File: src/rtl/fp_normalize_round.sv
// fp_normalize_round: two-stage normalizer (leading-one shift) and RNE rounder/packer
// with valid/ready handshakes on both sides.
module leading_one_detector #(
  parameter int W  = 28,
  parameter int PW = $clog2(W)
) (
  input  logic [W-1:0]  vec_i,
  output logic [PW-1:0] pos_o,
  output logic          zero_o
);
  always_comb begin
    pos_o = '0;
    for (int i = 0; i < W; i++) pos_o = vec_i[i] ? PW'(i) : pos_o;
  end
  assign zero_o = ~|vec_i;
endmodule

module fp_normalize_round #(
  parameter int EXP_WIDTH  = 8,
  parameter int MANT_WIDTH = 23,
  localparam int SIG_WIDTH = MANT_WIDTH + 5
) (
  input  logic                            clk,
  input  logic                            rst,
  input  logic                            in_valid,
  output logic                            in_ready,
  input  logic                            in_sign,
  input  logic [EXP_WIDTH+1:0]            in_exp,
  input  logic [SIG_WIDTH-1:0]            in_sig,
  output logic                            out_valid,
  input  logic                            out_ready,
  output logic [EXP_WIDTH+MANT_WIDTH:0]   out_result,
  output logic [3:0]                      out_flags
);
  localparam int PW = $clog2(SIG_WIDTH);
  localparam int XW = EXP_WIDTH + PW + 3;
  localparam int RW = 1 + EXP_WIDTH + MANT_WIDTH;
  localparam logic signed [XW-1:0] EXP_ONE = XW'(1);
  localparam logic signed [XW-1:0] EXP_MIN = XW'(0);
  localparam logic signed [XW-1:0] EXP_MAX = XW'((1 << EXP_WIDTH) - 1);

  logic [PW-1:0] lead_pos, shamt;
  logic sig_zero, carry_in, s2_ready, s1_adv;
  logic [SIG_WIDTH-3:0] norm_sig;
  logic signed [XW-1:0] exp_ext, norm_exp;
  logic s1_valid_q, s1_sign_q, s1_zero_q;
  logic signed [XW-1:0] s1_exp_q, exp_rnd;
  logic [SIG_WIDTH-3:0] s1_sig_q;
  logic [MANT_WIDTH:0] mant_sum;
  logic rnd_up, inexact, uflow, oflow;
  logic out_valid_q;
  logic [RW-1:0] result_d, result_q;
  logic [3:0] flags_d, flags_q;

  leading_one_detector #(.W(SIG_WIDTH)) u_lod (
    .vec_i (in_sig),
    .pos_o (lead_pos),
    .zero_o(sig_zero)
  );

  // Hidden bit is dropped from storage: after normalization it is always 1 (or the word is zero).
  assign carry_in = lead_pos == PW'(SIG_WIDTH - 1);
  assign shamt    = PW'(SIG_WIDTH - 2) - lead_pos;
  assign exp_ext  = {{(XW-EXP_WIDTH-2){in_exp[EXP_WIDTH+1]}}, in_exp};
  assign norm_sig = carry_in ? {in_sig[SIG_WIDTH-2:2], in_sig[1] | in_sig[0]} : in_sig[SIG_WIDTH-3:0] << shamt;
  assign norm_exp = carry_in ? exp_ext + EXP_ONE : exp_ext - XW'(shamt);

  assign s2_ready = !out_valid_q || out_ready;
  assign s1_adv   = s1_valid_q && s2_ready;
  assign in_ready = !s1_valid_q || s1_adv;

  always_ff @(posedge clk) begin
    if (rst) s1_valid_q <= 1'b0;
    else if (in_ready) s1_valid_q <= in_valid;
    if (in_valid && in_ready) begin
      s1_sign_q <= in_sign;
      s1_zero_q <= sig_zero;
      s1_exp_q  <= norm_exp;
      s1_sig_q  <= norm_sig;
    end
  end

  assign rnd_up   = s1_sig_q[2] & (s1_sig_q[1] | s1_sig_q[0] | s1_sig_q[3]);
  assign inexact  = |s1_sig_q[2:0];
  assign mant_sum = {1'b0, s1_sig_q[SIG_WIDTH-3:3]} + (MANT_WIDTH+1)'(rnd_up);
  assign exp_rnd  = s1_exp_q + XW'(mant_sum[MANT_WIDTH]);
  assign uflow    = s1_exp_q <= EXP_MIN;
  assign oflow    = exp_rnd >= EXP_MAX;
  assign result_d = (s1_zero_q || uflow) ? {s1_sign_q, {(RW-1){1'b0}}} :
                    oflow ? {s1_sign_q, {EXP_WIDTH{1'b1}}, {MANT_WIDTH{1'b0}}} :
                    {s1_sign_q, exp_rnd[EXP_WIDTH-1:0], mant_sum[MANT_WIDTH-1:0]};
  assign flags_d  = s1_zero_q ? 4'b0001 : uflow ? 4'b0111 : oflow ? 4'b1010 : {2'b00, inexact, 1'b0};

  always_ff @(posedge clk) begin
    if (rst) begin
      out_valid_q <= 1'b0;
      result_q    <= '0;
      flags_q     <= '0;
    end else if (s2_ready) begin
      out_valid_q <= s1_valid_q;
      if (s1_valid_q) begin
        result_q <= result_d;
        flags_q  <= flags_d;
      end
    end
  end

  assign out_valid  = out_valid_q;
  assign out_result = result_q;
  assign out_flags  = flags_q;
endmodule

File: config.mk
export PLATFORM = sky130hd
export DESIGN_NAME = fp_normalize_round
export DESIGN_NICKNAME = d
export VERILOG_FILES = /design/src/rtl/fp_normalize_round.sv
export SDC_FILE = /design/constraint.sdc
export NUM_CORES = 1
export LEC_CHECK = 0
export ABC_AREA = 0
export CORE_MARGIN = 4
export CORE_UTILIZATION = 57
export CTS_BUF_LIST = sky130_fd_sc_hd__clkbuf_4
export DETAILED_ROUTE_END_ITERATION = 12
export HOLD_SLACK_MARGIN = 0.06
export PLACE_DENSITY = 0.83
export REMOVE_ABC_BUFFERS = 1
export SYNTH_ARGS = -nofsm -noshare
export SYNTH_HDL_FRONTEND = slang
export SYNTH_SLANG_ARGS = --single-unit
export TNS_END_PERCENT = 1
File: constraint.sdc
create_clock -name clk -period 7.8 [get_ports clk]
set_clock_uncertainty 0.15 [all_clocks]
set_input_delay 1.56 -clock clk [delete_from_list [all_inputs] [get_ports clk]]
set_output_delay 1.56 -clock clk [all_outputs]
set_load 0.05 [all_outputs]
### Word level (Yosys, flattened, before mapping)

Index checks and enable logic that the tools add are counted.
W data, S select, Z words.

| word-level totals | value |
|---|---|
| output and inout bits | 38 |
| input bits | 43 |
| bits in registers | 82 |

| cells by class | value |
|---|---|
| equal/unequal tests | 1 |
| add/sub/neg operators | 5 |
| shift-type cells | 1 |
| bitwise logic cells | 4 |
| order comparisons | 2 |
| reductions and logical operators | 11 |
| multiplexer cells | 34 |

Operators by type and width:

| cell | number |
|---|---|
| $mux W5 | 26 |
| $mux W31 | 2 |
| $reduce_or A28 Y1 | 1 |
| $mux W26 | 1 |
| $shl A26 B5 Y26 | 1 |
| $add A23 B1 Y24 | 1 |
| $add A16 B1 Y16 | 1 |
| $ge A16 B9 Y1 const B | 1 |
| $le A16 B1 Y1 const B | 1 |
| $mux W16 | 1 |
| $mux W4 | 3 |
| $add A10 B2 Y11 const B | 1 |
| $sub A10 B6 Y11 | 1 |
| $eq A5 B5 Y1 const B | 1 |
| $sub A5 B5 Y5 const A | 1 |
| $logic_not A1 Y1 | 3 |
| $logic_or A1 B1 Y1 | 3 |
| $or A1 B1 Y1 | 3 |
| $reduce_or A3 Y1 | 1 |
| $logic_and A1 B1 Y1 | 2 |
| $reduce_and A2 Y1 | 1 |
| $and A1 B1 Y1 | 1 |
| $mux W1 | 1 |

### Longest topological paths before layout

| depth | value |
|---|---|
| word-level depth | 30 |
| depth in mapped cells | 24 |
| gate-level depth less buffers | 21 |

### Cells and area by module

Synthesis repeated with hierarchy kept, for this count alone.

| second synthesis, totals | value |
|---|---|
| cells, all modules | 603 |
| area total of the unflattened synthesis | 5749.3 um^2 |

By module, submodules not included:

| module | area each (um^2) | instances | cells each |
|---|---|---|---|
| fp_normalize_round | 5426.5 | 1 | 550 |
| leading_one_detector | 322.8 | 1 | 53 |

### Worst setup path before layout

Ideal clock, no wire load.

| timing path | value |
|---|---|
| kind | input -> register |
| start | input port in_sig[26] |
| end | register s1_exp_q[14], data pin |
| data required time | 7.384 ns |
| slack | 0.773 ns |
| data arrival time | 6.611 ns |
| setup time | 0.266 ns |
| stages | 22 |
| cells stage by stage | clkbuf_1 -> inv_1 -> a221o_1 -> a21oi_1 -> inv_2 -> buf_2 -> ha_1 -> buf_2 -> xnor2_2 -> buf_2 -> clkbuf_1 -> and3_1 -> ha_1 -> and2_1 -> ha_1 -> a21boi_0 -> o21ai_0 -> nand2b_1 -> a31oi_1 -> mux2i_1 -> o2111ai_1 -> xor2_1 |

| between the ends | value |
|---|---|
| word-level cells in the longest chain between the ends | 5 |

RTL lines:

| element | line | text |
|---|---|---|
| start, declared | 29 | `input logic [SIG_WIDTH-1:0] in_sig,` |
| $mux W5 (*) (2 in series) | 13 | `for (int i = 0; i < W; i++) pos_o = vec_i[i] ? PW'(i) : pos_o;` |
| $sub A5 B5 Y5 | 63 | `assign shamt = PW'(SIG_WIDTH - 2) - lead_pos;` |
| $sub A10 B6 Y11 | 66 | `assign norm_exp = carry_in ? exp_ext + EXP_ONE : exp_ext - XW'(shamt);` |
| $mux W16 (*) | 66 |  |
| end signal, assigned | 78 | `s1_exp_q <= norm_exp;` |
| end, declared | 47 | `logic signed [XW-1:0] s1_exp_q, exp_rnd;` |

Mark *: on every way between the ends. The rest lies on a longest branch, timed or not.
A chain may end at the register's enable or synchronous reset.

### Worst setup path after layout

| timing path | value |
|---|---|
| start | input port in_sig[2] |
| end | register s1_exp_q[14], data pin |

| between the ends | value |
|---|---|
| word-level cells in the longest chain between the ends | 29 |

RTL lines:

| element | line |
|---|---|
| $mux W5 (*) (26 in series) | 13 |
| $sub A5 B5 Y5 | 63 |
| $sub A10 B6 Y11 | 66 |
| $mux W16 (*) | 66 |

Marked as above.

==> results by stage <==
Outcome:
- The run finished with clean final reports.

Synthesis:
- The netlist uses 70 different library cells.
- The simple-gate share of the synthesized area is 18.74%.
- The largest family of logic cells by synthesized area is compound AO/OA/AOI/OAI gates.
- The post-synthesis adder-cell area fraction is under 10%.
- The synthesized netlist devotes 19.38% of its cell area to compound gates.
- After synthesis, the share of flip-flops with an asynchronous set or reset is 0%.
- In the synthesized netlist, the number of instances is 616.
- The proportion of synthesized chip area in sequential cells is 35.04%.
- The main flop type after synthesis is sky130_fd_sc_hd__edfxtp_1.
- The number of warning messages in the yosys log is 0.
- In this run, synthesis produced a sequential element count of 77.
- Multiplexer cells account for about an eighth of the synthesized area.
- After Yosys synthesis, XOR and XNOR cells account for 6.354% of the synthesized area.
- The average instance area after synthesis is 8.951 um2.
- Yosys mapped a number of flops with a built-in enable equal to 39.
- The cell area that synthesis handed to floorplanning was 5514 um2.

Global route:
- The overall routing resource usage is 27.39%.
- The initial antenna violation count is 0.
- The via count of the first global-routing pass is 4986.
- The leftover overflow at the end of global routing is 0.
- Entering global routing, the biggest net connects 40 pins.
- The first global-routing pass estimated about 25000 um of wire.

Power and ir drop:
- IR analysis of the VDD net gives a maximum drop of 75.97 uV.
- The power share of the clock group is roughly 23%.
- Summed over all cells, the static leakage comes to 0.002516 uW.
- For this design the ratio of total power to cell area is 178.8 nW/um2.
- The total power after layout is 1181 uW.
- The proportion of power drawn by combinational gates is approximately 35%.
- The portion of total power attributed to sequential cells is 42.7%.
- The fraction of power spent switching nets is roughly a third.
- The switching power total is 407.0 uW.
- The internal portion of total power is 773.8 uW.

Routing:
- The number of design rule violations left after detail routing is 0.
- The routed wire length is 15480 um.
- The routed length per placed instance is 18.80 um.
- The DRC violation total after the first TritonRoute iteration is 330.
- The remaining antenna violation count after routing is 0.
- The count of vias placed by the detailed router is between 5000 and 6000.
- Dividing the detail-routed via count by the number of cells gives 6.232.
- The first detailed-routing pass ran for 7 iterations.

Final layout:
- The number of antenna diodes in the final layout is 0.
- Cells fill 70.81% of the core in the end.
- The final layout contains 749 nets.
- The layout overhead on the synthesized area is 19.79%.
- Cells with a size suffix above 1 make up 7.637% of the layout.
- The final instance count without filler cells is slightly above 800.

Placement:
- The final RePlAce weighted congestion is around 0.95.
- Counting tap cells, the placed design contains a total of 807 instances.
- Input and output buffers added on the ports amount to 80.
- The HPWL reported at the end of detailed placement is 12110 um.

STA:
- The pin slew with the least headroom to its limit is 1088 ps.
- Setup violations remaining at the end of the flow were counted as 0.
- The number of hold violations in the final report is 0.
- The fraction of the cycle the final worst path needs is 86.89%.
- Headroom to the max-slew limit came out at 27.13%.
- The smallest clock period supported by the final layout is computed as 6777 ps.
- For this run, the top clock speed supported by timing is 147.5 MHz.
- The count of final max-slew check failures is 0.
- Setup repair after global routing left no endpoint under its margin.
- The accumulated negative setup slack is 0 ps.

CTS:
- TritonCTS built the clock tree.
- CTS placed an instance of sky130_fd_sc_hd__clkbuf_4 at the clock tree root.
- The H-tree was split into 3 levels.
- Buffers inserted during clock tree synthesis total 9.
- The quantity of hold-fixing buffers added after cts is 0.
- The clock-pin slew of the registers on the worst-case setup and hold paths is 120 ps.
- The number of sinks handled by clock tree synthesis is 77.
- The clock reaches the later pin of the worst-skew pair after about 420 ps.
- The number of gates resized after cts is 0.
- The buffer depth of the longest clock path is 2.
- Buffers added to address setup during post-CTS repair amount to 0.

Worst setup path:
- In this run the critical register-to-register path is captured at out_result[8].
- The startpoint of the lowest-slack register-to-register path is s1_sig_q[2].
- The worst setup path is launched from a primary input.
- The most critical setup path has its endpoint at s1_exp_q[14].
- The critical path launch point is in_sig[2].
- The setup slack of the worst register-to-register path is 3590 ps.
- The required time reported for the critical path endpoint is 7810 ps.
- The type of element capturing the critical path is a register.
- The number of cells traversed by the worst register-to-register path is 17.
- The arrival time of data at the critical path endpoint is 6780 ps.
- The worst-path maximum fanout is 10.
- The startpoint-to-endpoint class of the critical path is primary input to register.

Worst hold path:
- The path class of the tightest hold or removal check is register to register.

Die:
- In this run the count of I/O pins placed on the die edge is 81.
- The die is 106.4 um tall.
- The core region is slightly above 9000 um2.
- The initial cell density of the core is 59.11%.
- The full die area is 11310 um2.
- In this run the horizontal extent of the chip is roughly 110 um.
- The floorplan has 35 rows.

Job:
- Across the run, the number of max-cap violations was 0.
## cell families (layout without fill, tap and decap cells)
kind of cell             Yosys count  in the layout
AND/OR/NAND/NOR                  214            214
AO/OA/AOI/OAI                    159            159
flip-flops                        77             77
multiplexers                      59             59
buffers and inverters             53            131
XOR/XNOR                          37             37
adder cells (fa/ha/maj)           17             17
## worst max-delay path, cell delays in order
cell                              delay, ps
sky130_fd_sc_hd__clkdlybuf4s50_1        540
sky130_fd_sc_hd__nand2b_1               210
sky130_fd_sc_hd__a221oi_1               260
sky130_fd_sc_hd__nor4_1                  90
sky130_fd_sc_hd__o21ai_0                620
sky130_fd_sc_hd__a21oi_2                160
sky130_fd_sc_hd__inv_2                   90
sky130_fd_sc_hd__ha_1                   440
sky130_fd_sc_hd__o21ai_0                210
sky130_fd_sc_hd__nand3_1                200
sky130_fd_sc_hd__nand2_1                110
sky130_fd_sc_hd__inv_2                  150
sky130_fd_sc_hd__ha_1                   250
sky130_fd_sc_hd__and2_1                 140
sky130_fd_sc_hd__ha_1                   300
sky130_fd_sc_hd__a21boi_0               150
sky130_fd_sc_hd__o21ai_0                250
sky130_fd_sc_hd__nand2b_1               140
sky130_fd_sc_hd__a31oi_1                350
sky130_fd_sc_hd__mux2i_1                240
sky130_fd_sc_hd__o2111ai_1              140
sky130_fd_sc_hd__xor2_1                 170
## power groups by stage
stage	clock network, uW	logic, uW	registers [uW]
floorplan	0	240	531
global placement	0	394	510
detailed placement	0	400	513
CTS	272	402	503
global route	288	439	509
finish	268	408	504
## final cells by class
type	instances	area [um2]
well taps	129	161.4
flip-flops and latches	77	1932
inverters	21	78.83
clock inverters	7	96.34
multi-input cells	486	3363
clock buffers	9	67.56
repair buffers	94	905.9
fillers	709	2723
## registers in the layout, summed over array words and instances (netlist names)
register / cells
s1_zero_q: 1
out_valid: 1
s1_exp_q: 11
s1_valid_q: 1
out_result: 32
s1_sign_q: 1
s1_sig_q: 26
out_flags: 4
## worst min-delay path by stage
stage	end	slack, ps	depth (start not counted)	startpoint
floorplan	out_result[31]	300	2	s1_sign_q
global placement	out_result[30]	280	1	out_result[30]
detailed placement	out_result[6]	290	2	out_result[6]
CTS	out_result[6]	320	2	out_result[6]
global route	out_result[4]	330	2	out_result[4]
finish	out_result[6]	310	2	out_result[6]
## Yosys cell counts, drive strengths merged, types with 5 or more instances
cell	count	area (um2)
a21o	8	60.06
a21oi	30	150.1
a31oi	9	71.32
and2	7	43.79
and3	10	62.56
buf	9	60.06
clkbuf	23	86.33
dfxtp	38	760.7
edfxtp	39	1171
ha	16	200.2
inv	21	78.83
mux2	5	56.30
mux2i	47	470.5
mux4	7	157.7
nand2	75	281.5
nand2b	11	68.82
nand3	15	75.07
nand4	6	37.54
nor2	45	168.9
nor2b	9	56.30
nor3	15	75.07
nor4	9	56.30
o211ai	6	45.04
o21ai	48	244.0
o22ai	5	31.28
xnor2	20	182.7
xor2	17	167.7
## metrics by stage
step	cell area [um2]	hold slack (ps)	setup WS, ps
6_report	6605	314.9	1023
5_1_grt	6605	333.5	693.9
4_1_cts	6605	320.2	1108
3_5_place_dp	6441	291.3	674.7
3_3_place_gp	6441	283.9	1045
2_1_floorplan	5368	302.5	472.0
## layout by cell type, fill, tap and decap left out, drive strengths merged, types with 5 or more instances in the layout
cell type / instances
o22ai: 5
nand2b: 11
inv: 23
o211ai: 6
mux2: 5
clkbuf: 9
nand4: 6
xor2: 17
a31oi: 9
nor2b: 9
and2: 7
edfxtp: 39
and3: 10
nand2: 75
a21oi: 30
nor4: 9
xnor2: 20
a21o: 8
ha: 16
nor2: 45
mux4: 7
buf: 14
o21ai: 48
dfxtp: 38
nor3: 15
nand3: 15
mux2i: 47
clkdlybuf4s50: 80
## layer usage
layer	part of all wire (%)	global-route usage, %	routed length (um)
met2	47	45.70	7343
met5	0	0	0
met3	7.8	4.554	1204
met4	4.7	14.99	733
met1	40	33.69	6195
(Power assumes the default switching activity.)
